--- config.mk ---
export PLATFORM = sky130hd
export DESIGN_NAME = alt_read_buffer_flat
export DESIGN_NICKNAME = d
export VERILOG_FILES = /design/src/rtl/alt_rd_pkg.sv /design/src/rtl/alt_read_buffer_if.sv /design/src/rtl/alt_rd_mem.sv /design/src/rtl/alt_read_buffer.sv /design/src/flat_wrapper.sv
export SDC_FILE = /design/constraint.sdc
export NUM_CORES = 1
export LEC_CHECK = 0
export CORE_MARGIN = 1
export CORE_UTILIZATION = 65
export CTS_BUF_LIST = sky130_fd_sc_hd__clkbuf_4
export DETAILED_ROUTE_END_ITERATION = 6
export DONT_BUFFER_PORTS = 1
export HOLD_SLACK_MARGIN = 0.12
export PLACE_DENSITY_LB_ADDON = 0.2
export SYNTH_ARGS = -nofsm -noshare
export SYNTH_HDL_FRONTEND = slang
export SYNTH_SLANG_ARGS = --single-unit
export TNS_END_PERCENT = 1
--- constraint.sdc ---
create_clock -name clk -period 2.77 [get_ports clk]
set_input_delay 0.6925 -clock clk [delete_from_list [all_inputs] [get_ports clk]]
set_output_delay 0.6925 -clock clk [all_outputs]
set_load 0.03 [all_outputs]
--- src/rtl/alt_rd_pkg.sv ---
// Shared definitions for the alternating-read buffer: default data width,
// turn encodings and pointer-width helper.
package alt_rd_pkg;

    localparam int unsigned WIDTH = 16;

    // Turn encodings for next_port
    localparam logic PORT_1 = 1'b0;
    localparam logic PORT_2 = 1'b1;

    // Width of a circular pointer into a depth-entry array (at least one bit)
    function automatic int unsigned ptr_width(input int unsigned depth);
        return (depth > 1) ? $clog2(depth) : 1;
    endfunction

endpackage

--- src/rtl/alt_read_buffer_if.sv ---
// Producer/consumer bus of the alternating-read buffer. The master side is the
// environment (producer and both consumers); the slave side is the buffer.
interface alt_read_buffer_if #(
    parameter int unsigned WIDTH = alt_rd_pkg::WIDTH,
    parameter int unsigned DEPTH = 4
);

    localparam int unsigned CW = $clog2(DEPTH) + 1;

    logic             wr_en;
    logic [WIDTH-1:0] wr_data;
    logic             rd_en_1;
    logic             rd_en_2;
    logic [WIDTH-1:0] read_port_1;
    logic [WIDTH-1:0] read_port_2;
    logic             rd_valid_1;
    logic             rd_valid_2;
    logic             next_port;
    logic [CW-1:0]    count;
    logic             full;
    logic             empty;

    modport master (
        output wr_en, wr_data, rd_en_1, rd_en_2,
        input  read_port_1, read_port_2, rd_valid_1, rd_valid_2,
        input  next_port, count, full, empty
    );

    modport slave (
        input  wr_en, wr_data, rd_en_1, rd_en_2,
        output read_port_1, read_port_2, rd_valid_1, rd_valid_2,
        output next_port, count, full, empty
    );

endinterface

--- src/rtl/alt_rd_mem.sv ---
// DEPTH x WIDTH storage array: one synchronous write port and one
// asynchronous read address. Contents are deliberately not reset.
module alt_rd_mem
    import alt_rd_pkg::*;
#(
    parameter int unsigned WIDTH = alt_rd_pkg::WIDTH,
    parameter int unsigned DEPTH = 4,
    parameter int unsigned AW    = ptr_width(DEPTH)
) (
    input  logic             clk,
    input  logic             we,
    input  logic [AW-1:0]    waddr,
    input  logic [WIDTH-1:0] wdata,
    input  logic [AW-1:0]    raddr,
    output logic [WIDTH-1:0] rdata
);

    logic [WIDTH-1:0] mem [DEPTH];

    // Load the addressed entry on an accepted write
    always_ff @(posedge clk) begin
        if (we) begin
            mem[waddr] <= wdata;
        end
    end

    assign rdata = mem[raddr];

endmodule

--- src/rtl/alt_read_buffer.sv ---
// Circular buffer with one write port and two read ports served strictly in
// turn (port 1, port 2, port 1, ...). Read data lands in a per-port register
// one cycle after an accepted request, flagged by a one-cycle rd_valid pulse.
module alt_read_buffer
    import alt_rd_pkg::*;
#(
    parameter int unsigned WIDTH = alt_rd_pkg::WIDTH,
    parameter int unsigned DEPTH = 4
) (
    input  logic             clk,
    input  logic             rst,
    alt_read_buffer_if.slave bus
);

    localparam int unsigned AW = ptr_width(DEPTH);
    localparam int unsigned CW = $clog2(DEPTH) + 1;

    logic [AW-1:0]    wr_ptr_q, wr_ptr_d;
    logic [AW-1:0]    rd_ptr_q, rd_ptr_d;
    logic [CW-1:0]    count_q, count_d;
    logic             turn_q, turn_d;
    logic [WIDTH-1:0] rp1_q, rp1_d;
    logic [WIDTH-1:0] rp2_q, rp2_d;
    logic             v1_q, v1_d;
    logic             v2_q, v2_d;

    logic             full;
    logic             empty;
    logic             wr_ok;
    logic             rd_ok_1;
    logic             rd_ok_2;
    logic             rd_ok;
    logic [WIDTH-1:0] mem_rdata;

    // Flags come straight from the registered count; no same-cycle bypass
    assign full  = (count_q == CW'(DEPTH));
    assign empty = (count_q == '0);

    assign wr_ok   = bus.wr_en && !full;
    assign rd_ok_1 = bus.rd_en_1 && (turn_q == PORT_1) && !empty;
    assign rd_ok_2 = bus.rd_en_2 && (turn_q == PORT_2) && !empty;
    assign rd_ok   = rd_ok_1 || rd_ok_2;

    alt_rd_mem #(
        .WIDTH (WIDTH),
        .DEPTH (DEPTH),
        .AW    (AW)
    ) u_mem (
        .clk   (clk),
        .we    (wr_ok && !rst),
        .waddr (wr_ptr_q),
        .wdata (bus.wr_data),
        .raddr (rd_ptr_q),
        .rdata (mem_rdata)
    );

    // Next-state: pointers, occupancy, turn bit and per-port output registers
    always_comb begin
        wr_ptr_d = wr_ptr_q;
        rd_ptr_d = rd_ptr_q;
        count_d  = count_q;
        turn_d   = turn_q;
        rp1_d    = rp1_q;
        rp2_d    = rp2_q;
        v1_d     = rd_ok_1;
        v2_d     = rd_ok_2;

        if (wr_ok) begin
            wr_ptr_d = wr_ptr_q + AW'(1);
        end
        if (rd_ok) begin
            rd_ptr_d = rd_ptr_q + AW'(1);
            turn_d   = ~turn_q;
        end
        if (rd_ok_1) begin
            rp1_d = mem_rdata;
        end
        if (rd_ok_2) begin
            rp2_d = mem_rdata;
        end

        unique case ({wr_ok, rd_ok})
            2'b10:   count_d = count_q + CW'(1);
            2'b01:   count_d = count_q - CW'(1);
            default: count_d = count_q;
        endcase
    end

    // State registers; reset wins over any same-cycle request
    always_ff @(posedge clk) begin
        if (rst) begin
            wr_ptr_q <= '0;
            rd_ptr_q <= '0;
            count_q  <= '0;
            turn_q   <= PORT_1;
            rp1_q    <= '0;
            rp2_q    <= '0;
            v1_q     <= 1'b0;
            v2_q     <= 1'b0;
        end else begin
            wr_ptr_q <= wr_ptr_d;
            rd_ptr_q <= rd_ptr_d;
            count_q  <= count_d;
            turn_q   <= turn_d;
            rp1_q    <= rp1_d;
            rp2_q    <= rp2_d;
            v1_q     <= v1_d;
            v2_q     <= v2_d;
        end
    end

    assign bus.read_port_1 = rp1_q;
    assign bus.read_port_2 = rp2_q;
    assign bus.rd_valid_1  = v1_q;
    assign bus.rd_valid_2  = v2_q;
    assign bus.next_port   = turn_q;
    assign bus.count       = count_q;
    assign bus.full        = full;
    assign bus.empty       = empty;

endmodule
--- src/flat_wrapper.sv ---
// flat-port wrapper written by rule: the top's interface ports become plain ports
module alt_read_buffer_flat import alt_rd_pkg::*;
#(
    parameter int unsigned WIDTH = alt_rd_pkg::WIDTH,
    parameter int unsigned DEPTH = 4
)
  (clk, rst, bus_wr_en, bus_wr_data, bus_rd_en_1, bus_rd_en_2, bus_read_port_1, bus_read_port_2, bus_rd_valid_1, bus_rd_valid_2, bus_next_port, bus_count, bus_full, bus_empty);
  alt_read_buffer_if #(.WIDTH(WIDTH), .DEPTH(DEPTH)) bus_i ();
  input  logic clk;
  input  logic rst;
  input wire logic [$bits(bus_i.wr_en)-1:0] bus_wr_en;
  input wire logic [$bits(bus_i.wr_data)-1:0] bus_wr_data;
  input wire logic [$bits(bus_i.rd_en_1)-1:0] bus_rd_en_1;
  input wire logic [$bits(bus_i.rd_en_2)-1:0] bus_rd_en_2;
  output wire logic [$bits(bus_i.read_port_1)-1:0] bus_read_port_1;
  output wire logic [$bits(bus_i.read_port_2)-1:0] bus_read_port_2;
  output wire logic [$bits(bus_i.rd_valid_1)-1:0] bus_rd_valid_1;
  output wire logic [$bits(bus_i.rd_valid_2)-1:0] bus_rd_valid_2;
  output wire logic [$bits(bus_i.next_port)-1:0] bus_next_port;
  output wire logic [$bits(bus_i.count)-1:0] bus_count;
  output wire logic [$bits(bus_i.full)-1:0] bus_full;
  output wire logic [$bits(bus_i.empty)-1:0] bus_empty;
  assign bus_i.wr_en = bus_wr_en;
  assign bus_i.wr_data = bus_wr_data;
  assign bus_i.rd_en_1 = bus_rd_en_1;
  assign bus_i.rd_en_2 = bus_rd_en_2;
  assign bus_read_port_1 = bus_i.read_port_1;
  assign bus_read_port_2 = bus_i.read_port_2;
  assign bus_rd_valid_1 = bus_i.rd_valid_1;
  assign bus_rd_valid_2 = bus_i.rd_valid_2;
  assign bus_next_port = bus_i.next_port;
  assign bus_count = bus_i.count;
  assign bus_full = bus_i.full;
  assign bus_empty = bus_i.empty;
  alt_read_buffer #(.WIDTH(WIDTH), .DEPTH(DEPTH)) u_core (.clk(clk), .rst(rst), .bus(bus_i));
endmodule
* Word level (Yosys, flattened, before mapping)
Memory sizes are Yosys's and may differ from the RTL's. A register that Yosys moved wholly into a read port is not among the register bits.
Cells that the tools add are included.
** Word-level totals
- RAM bits :: 64
- Logic and storage cells :: 34
- Memories kept :: 1
- Input bits :: 21
- Output and inout port bits :: 40
- Register bits :: 42
** Memories
- u_core.u_mem.mem :: words 4, bits a word 16, rd ports 1, clocked after memory_dff 1, wr ports 1, RTL line alt_rd_mem.sv:18 : logic [WIDTH-1:0] mem [DEPTH];
** Cells by class
- Bitwise operators :: 1
- Add/subtract/negate cells :: 4
- Eq/ne operators :: 3
- Muxes and demuxes :: 5
- Reduce and logical (&&, ||, !) cells :: 12
** Operator list (count)
- $logic_and A1 B1 Y1 :: 6
- $pmux W3 S2 :: 1
- $add A2 B1 Y2 const B :: 2
- $mux W2 :: 2
- $add A3 B1 Y3 const B :: 1
- $eq A3 B3 Y1 const B :: 1
- $logic_not A1 Y1 :: 3
- $logic_not A3 Y1 :: 1
- $sub A3 B1 Y3 const B :: 1
- $eq A2 B1 Y1 const B :: 1
- $eq A2 B2 Y1 const B :: 1
- $mux W1 :: 2
- $reduce_bool A2 Y1 :: 1
- $logic_or A1 B1 Y1 :: 1
- $not A1 Y1 :: 1

* Longest topological paths before layout
- Depth in word-level cells :: 6
- Mapped depth :: 9
- Gate-level depth less buffers :: 9

* By module
Synthesis repeated with hierarchy kept, for this count alone.
** Second synthesis, totals
- Cell total of the unflattened synthesis :: 251
- Area, all modules :: 3961.3 µm²
** By module, submodules not included
- alt_rd_mem :: cells an instance 88, area an instance 2377.3 µm², times used 1, sequential area each 1921.8 µm²
- alt_read_buffer :: cells an instance 163, area an instance 1584.0 µm², times used 1, sequential area each 840.8 µm²

* Least setup slack after synthesis
Ideal clock, no wire load.
- Path kind :: reg2reg
- Start :: reg u_core.count_q[2], in the netlist u_core.bus.count[2]
- End :: reg u_core.count_q[2], in the netlist u_core.bus.count[2]
- Arrival :: 2259 ps
- Period minus slack after synthesis :: 2329 ps
- Data required time :: 2700 ps
- Path buffers :: 0
- Library setup time :: 70 ps
- Path slack :: 441 ps
- Cell stages (with the launch flop) :: 9
- Cells stage by stage :: dfxtp_1 -> or3b_2 -> nand2_1 -> ha_1 -> inv_1 -> fa_1 -> xor2_1 -> or3_1 -> a21oi_1
** On the way
- Cells in the longest elaborated chain, start to end :: 6
- Elaborated cells on any way between the ends :: 14
- Those cells by class :: add/sub: 2; eq/ne: 3; mux: 1; reduce/logical: 8
** Ends and longest elaborated chain
- start: declaration :: RTL line alt_read_buffer.sv:20 : logic [CW-1:0] count_q, count_d;
- start signal: assignment :: RTL line alt_read_buffer.sv:103 : count_q <= count_d;
- $logic_not A3 Y1 :: RTL line alt_read_buffer.sv:37 : assign empty = (count_q == '0);
- $logic_not A1 Y1 :: RTL line alt_read_buffer.sv:40, alt_read_buffer.sv:41
- $logic_and A1 B1 Y1, on equally long branches :: RTL line alt_read_buffer.sv:40, alt_read_buffer.sv:41
- $logic_or A1 B1 Y1 :: RTL line alt_read_buffer.sv:42 : assign rd_ok = rd_ok_1 || rd_ok_2;
- $eq A2 B1 Y1 or $eq A2 B2 Y1 (tied branches) :: RTL line alt_read_buffer.sv:82 : unique case ({wr_ok, rd_ok})
- $pmux W3 S2 or $reduce_bool A2 Y1 (tied branches)
Parallel ways exist; a longest one is shown, timed or not.
A chain may end at the register's enable or synchronous reset.

* Final worst setup path
Ends and elaborated chain as after synthesis.

==> run_summary.xml <==
<?xml version="1.0" encoding="UTF-8"?>
<metrics>
  <group name="outcome">
    <metric name="run_status" unit="">complete, no violations</metric>
  </group>
  <group name="global_route">
    <metric name="grt_remaining_overflow" unit="">0</metric>
    <metric name="antenna_found_initial" unit="">0</metric>
    <metric name="global_route_track_usage_on_met2" unit="">0.3991</metric>
    <metric name="gr-max-usage-layer" unit="">met2</metric>
    <metric name="first_global_vias" unit="">2087</metric>
    <metric name="globalRouteMet1Util" unit="">0.2770</metric>
    <metric name="grt_max_degree" unit="">18</metric>
    <metric name="grt_pass1_wl" unit="mm">10.54</metric>
    <metric name="grtUsageMet3" unit="">0.07314</metric>
    <metric name="globalRouteTotalUtil" unit="">0.2358</metric>
  </group>
  <group name="job">
    <metric name="max_cap_violations" unit="">0</metric>
  </group>
  <group name="sta">
    <metric name="finalWorstSetupSlack" unit="ps">215.4</metric>
    <metric name="hold_violations" unit="">0</metric>
    <metric name="post_route_hold_slack" unit="ps">315.9</metric>
    <metric name="finalWorstPathRequiredPeriod" unit="ps">2555</metric>
    <metric name="rsz_0062_raised_after_global_routing" unit="">no</metric>
    <metric name="timing_max_transition_violations_final" unit="">0</metric>
    <metric name="final.period_utilization" unit="">0.9222</metric>
    <metric name="worst-slew-pin-transition" unit="ps">833.9</metric>
    <metric name="setup_tns" unit="ps">0</metric>
    <metric name="clock-skew-final" unit="ps">14.73</metric>
    <metric name="timing.fmax" unit="GHz">0.3915</metric>
    <metric name="setup_viol_count_final" unit="">0</metric>
    <metric name="timing.max_slew.rel_slack" unit="">0.4441</metric>
  </group>
  <group name="synth">
    <metric name="number_of_enable_flip_flop_cells_after_synthesis" unit="">64</metric>
    <metric name="number_of_storage_elements_in_the_synthesis_netlist" unit="">108</metric>
    <metric name="part_of_the_yosys_area_used_for_sequential_elements" unit="">0.7116</metric>
    <metric name="synthFlopType" unit="">sky130_fd_sc_hd__edfxtp_1</metric>
    <metric name="synthesis.area_per_instance" unit="sq um">17.82</metric>
    <metric name="yosys_warnings" unit="">0</metric>
    <metric name="synth.distinct_cells" unit="">30</metric>
    <metric name="synthesized_net_count" unit="">248</metric>
    <metric name="post_synth_instance_area" unit="sq um">3939</metric>
    <metric name="async_reset_ff_frac" unit="">0</metric>
    <metric name="postSynthCellCount" unit="">221</metric>
  </group>
  <group name="worst_setup_path">
    <metric name="path_buf_inv" unit="">1</metric>
    <metric name="critical_path.startpoint_type" unit="">flop</metric>
    <metric name="critPathMaxFanout" unit="">5</metric>
    <metric name="crit_family" unit="">simple AND/OR/NAND/NOR gates</metric>
    <metric name="critical_path_class" unit="">flop to flop</metric>
    <metric name="critical_path.endpoint_type" unit="">flop</metric>
    <metric name="cp_required" unit="ps">3140</metric>
    <metric name="critPathSlowestCell" unit="">sky130_fd_sc_hd__dfxtp_1</metric>
    <metric name="timing.rr.start" unit="">u_core.bus.count[2]</metric>
    <metric name="timing.critical_path.from" unit="">u_core.bus.count[2]</metric>
    <metric name="worstPathArrival" unit="ps">2920</metric>
    <metric name="timing.critical_path.cells" unit="">or3b_2, nand2_1, ha_1, inv_1, fa_1, xor2_1, or3_1, a21oi_1</metric>
    <metric name="r2r_slack" unit="ps">220</metric>
    <metric name="cp_max_stage_delay" unit="ps">600</metric>
  </group>
  <group name="clock_tree">
    <metric name="clockRootBuffer" unit="">sky130_fd_sc_hd__clkbuf_4</metric>
    <metric name="max-clock-path-buffers" unit="">2</metric>
    <metric name="holdBufCountCts" unit="">0</metric>
    <metric name="cts_inserted_buffers" unit="">9</metric>
    <metric name="cts_repair_resize_count" unit="">0</metric>
    <metric name="cts-htree-levels" unit="">3</metric>
    <metric name="cts_tree" unit="">yes</metric>
    <metric name="clkSinkCount" unit="">108</metric>
    <metric name="clkTransAtPathRegs" unit="ps">140</metric>
    <metric name="post-cts-setup-buffer-count" unit="">0</metric>
    <metric name="worst_skew_pair.late_latency" unit="ps">430</metric>
  </group>
  <group name="power_and_ir_drop">
    <metric name="power.ir.vdd_worst" unit="mV">0.4973</metric>
    <metric name="power_per_cell_area" unit="nW/um^2">901.0</metric>
    <metric name="power.sequential.fraction" unit="">0.597</metric>
    <metric name="share_comb_of_total_power" unit="">0.198</metric>
    <metric name="netSwitchingFraction" unit="">0.3271</metric>
    <metric name="intPower" unit="uW">2494</metric>
    <metric name="p_leak" unit="uW">0.001382</metric>
    <metric name="switchingPower" unit="uW">1212</metric>
    <metric name="power_frac_clock" unit="">0.205</metric>
  </group>
  <group name="min_path">
    <metric name="worstHoldPathType" unit="">input port to flop</metric>
    <metric name="worstHoldStart" unit="">rst</metric>
  </group>
  <group name="detailed_routing">
    <metric name="drcViolationCount" unit="">0</metric>
    <metric name="drt-initial-drc-count" unit="">129</metric>
    <metric name="detailroute.via_count" unit="">1960</metric>
    <metric name="drt_pre_antenna_iters" unit="">5</metric>
    <metric name="routed_wire_length_per_instance" unit="um">22.46</metric>
    <metric name="antenna_violating_nets_left" unit="">0</metric>
    <metric name="via_per_inst" unit="">6.469</metric>
    <metric name="drt-total-wl" unit="mm">6.805</metric>
  </group>
  <group name="place">
    <metric name="gp_congestion" unit="">0.7534</metric>
    <metric name="dp_hpwl" unit="mm">4.415</metric>
    <metric name="buffer_ports.inserted" unit="">0</metric>
    <metric name="dpl.cell_count" unit="">287</metric>
    <metric name="dp_slack" unit="ps">250.5</metric>
    <metric name="postPlaceCellArea" unit="sq um">3976</metric>
  </group>
  <group name="finish">
    <metric name="final_layout_size_suffix_gt1_frac" unit="">0.1818</metric>
    <metric name="layout.cell_area.non_filler" unit="sq um">4113</metric>
    <metric name="flow.area_growth_from_synthesis" unit="%">4.415</metric>
    <metric name="n_fill_cell" unit="">359</metric>
    <metric name="num_antenna_cells" unit="">0</metric>
    <metric name="fin_cells" unit="">303</metric>
    <metric name="finish.net_count" unit="">253</metric>
  </group>
  <group name="floorplan">
    <metric name="ios" unit="">61</metric>
    <metric name="vert_die_dim" unit="um">79.85</metric>
    <metric name="start_util" unit="">0.6940</metric>
    <metric name="row_count" unit="">27</metric>
    <metric name="floorplan.die_area" unit="sq um">6375</metric>
    <metric name="core" unit="sq um">5675</metric>
    <metric name="dieWidth" unit="um">79.85</metric>
  </group>
</metrics>
## stage by stage
step	power [uW]	utilization
after floorplan	2842	-
after global placement	2929	0.7006
after detailed placement	2980	0.7006
after CTS	3718	0.7246
after global routing	3871	0.7246
final	3705	0.7246
## area by class of cell
| cell class | instances | area, sq um | share of cell area |
|---|---|---|---|
| multi-input cells | 93 | 1011 | 0.2458 |
| flip-flops and latches | 108 | 2803 | 0.6815 |
| well taps | 72 | 90.09 | 0.02190 |
| clock buffers | 11 | 82.58 | 0.02008 |
| repair buffers | 4 | 30.03 | 0.007301 |
| clock inverters | 5 | 53.80 | 0.01308 |
| inverters | 10 | 42.54 | 0.01034 |
## cells in the final DEF (no fill, tap or decap), drive strengths merged, types with 5 or more instances in the layout
cell	Yosys	final
clkbuf	1	11
dfxtp	44	44
mux4	16	16
inv	10	10
ha	5	5
a22o	32	32
a21oi	8	8
edfxtp	64	64
## cell usage after synthesis (all sizes together), types with 3 or more instances
library cell | n | area [sq um]
dfxtp | 44 | 880.8
buf | 9 | 78.82
nor2 | 4 | 15.01
mux4 | 16 | 360.4
a22o | 32 | 280.3
edfxtp | 64 | 1922
ha | 5 | 62.56
o21ai | 4 | 20.02
a21oi | 8 | 40.04
or3 | 3 | 23.77
and2 | 4 | 25.02
inv | 10 | 42.54
## per-layer routing
metal,wire (um),vias to the layer above,part of all wire
li1,-,879,-
met1,2656,997,0.39
met2,3646,76,0.54
met3,416,8,0.061
met4,86,0,0.013
met5,0,-,0
## power by group through the flow
stage | sequential, uW | combinational, uW | clock [uW]
5_1_grt | 2240 | 797 | 837
3_3_place_gp | 2230 | 694 | 0
2_1_floorplan | 2190 | 651 | 0
3_5_place_dp | 2250 | 734 | 0
6_report | 2210 | 735 | 759
4_1_cts | 2210 | 739 | 767
## sequential cells by signal, summed over array words and instances (netlist names), named ones only
signal / flops
u_core.bus.next_port: 1
u_core.bus.rd_valid_2: 1
u_core.rd_ptr_q: 2
u_core.bus.count: 3
u_core.bus.read_port_2: 16
u_core.wr_ptr_q: 2
u_core.u_mem.mem: 64
u_core.bus.rd_valid_1: 1
u_core.bus.read_port_1: 16
## worst paths after layout
path                                             to  cells past startpoint
worst max-delay path            u_core.bus.count[2]                      8
worst min-delay path             u_core.wr_ptr_q[0]                      1
worst max register to register  u_core.bus.count[2]                      8
worst min register to register   u_core.rd_ptr_q[1]                      2
## kinds of logic (layout without fill, tap and decap cells)
logic type / count (synthesis) / in the layout / synth area share
flip-flops: 108 / 108 / 0.7116
AO/OA/AOI/OAI: 47 / 47 / 0.09911
AND/OR/NAND/NOR: 21 / 21 / 0.03812
buffers and inverters: 20 / 30 / 0.03176
multiplexers: 17 / 17 / 0.09403
adder cells (fa/ha/maj): 6 / 6 / 0.02097
XOR/XNOR: 2 / 2 / 0.004448
(Power assumes the default switching activity.)
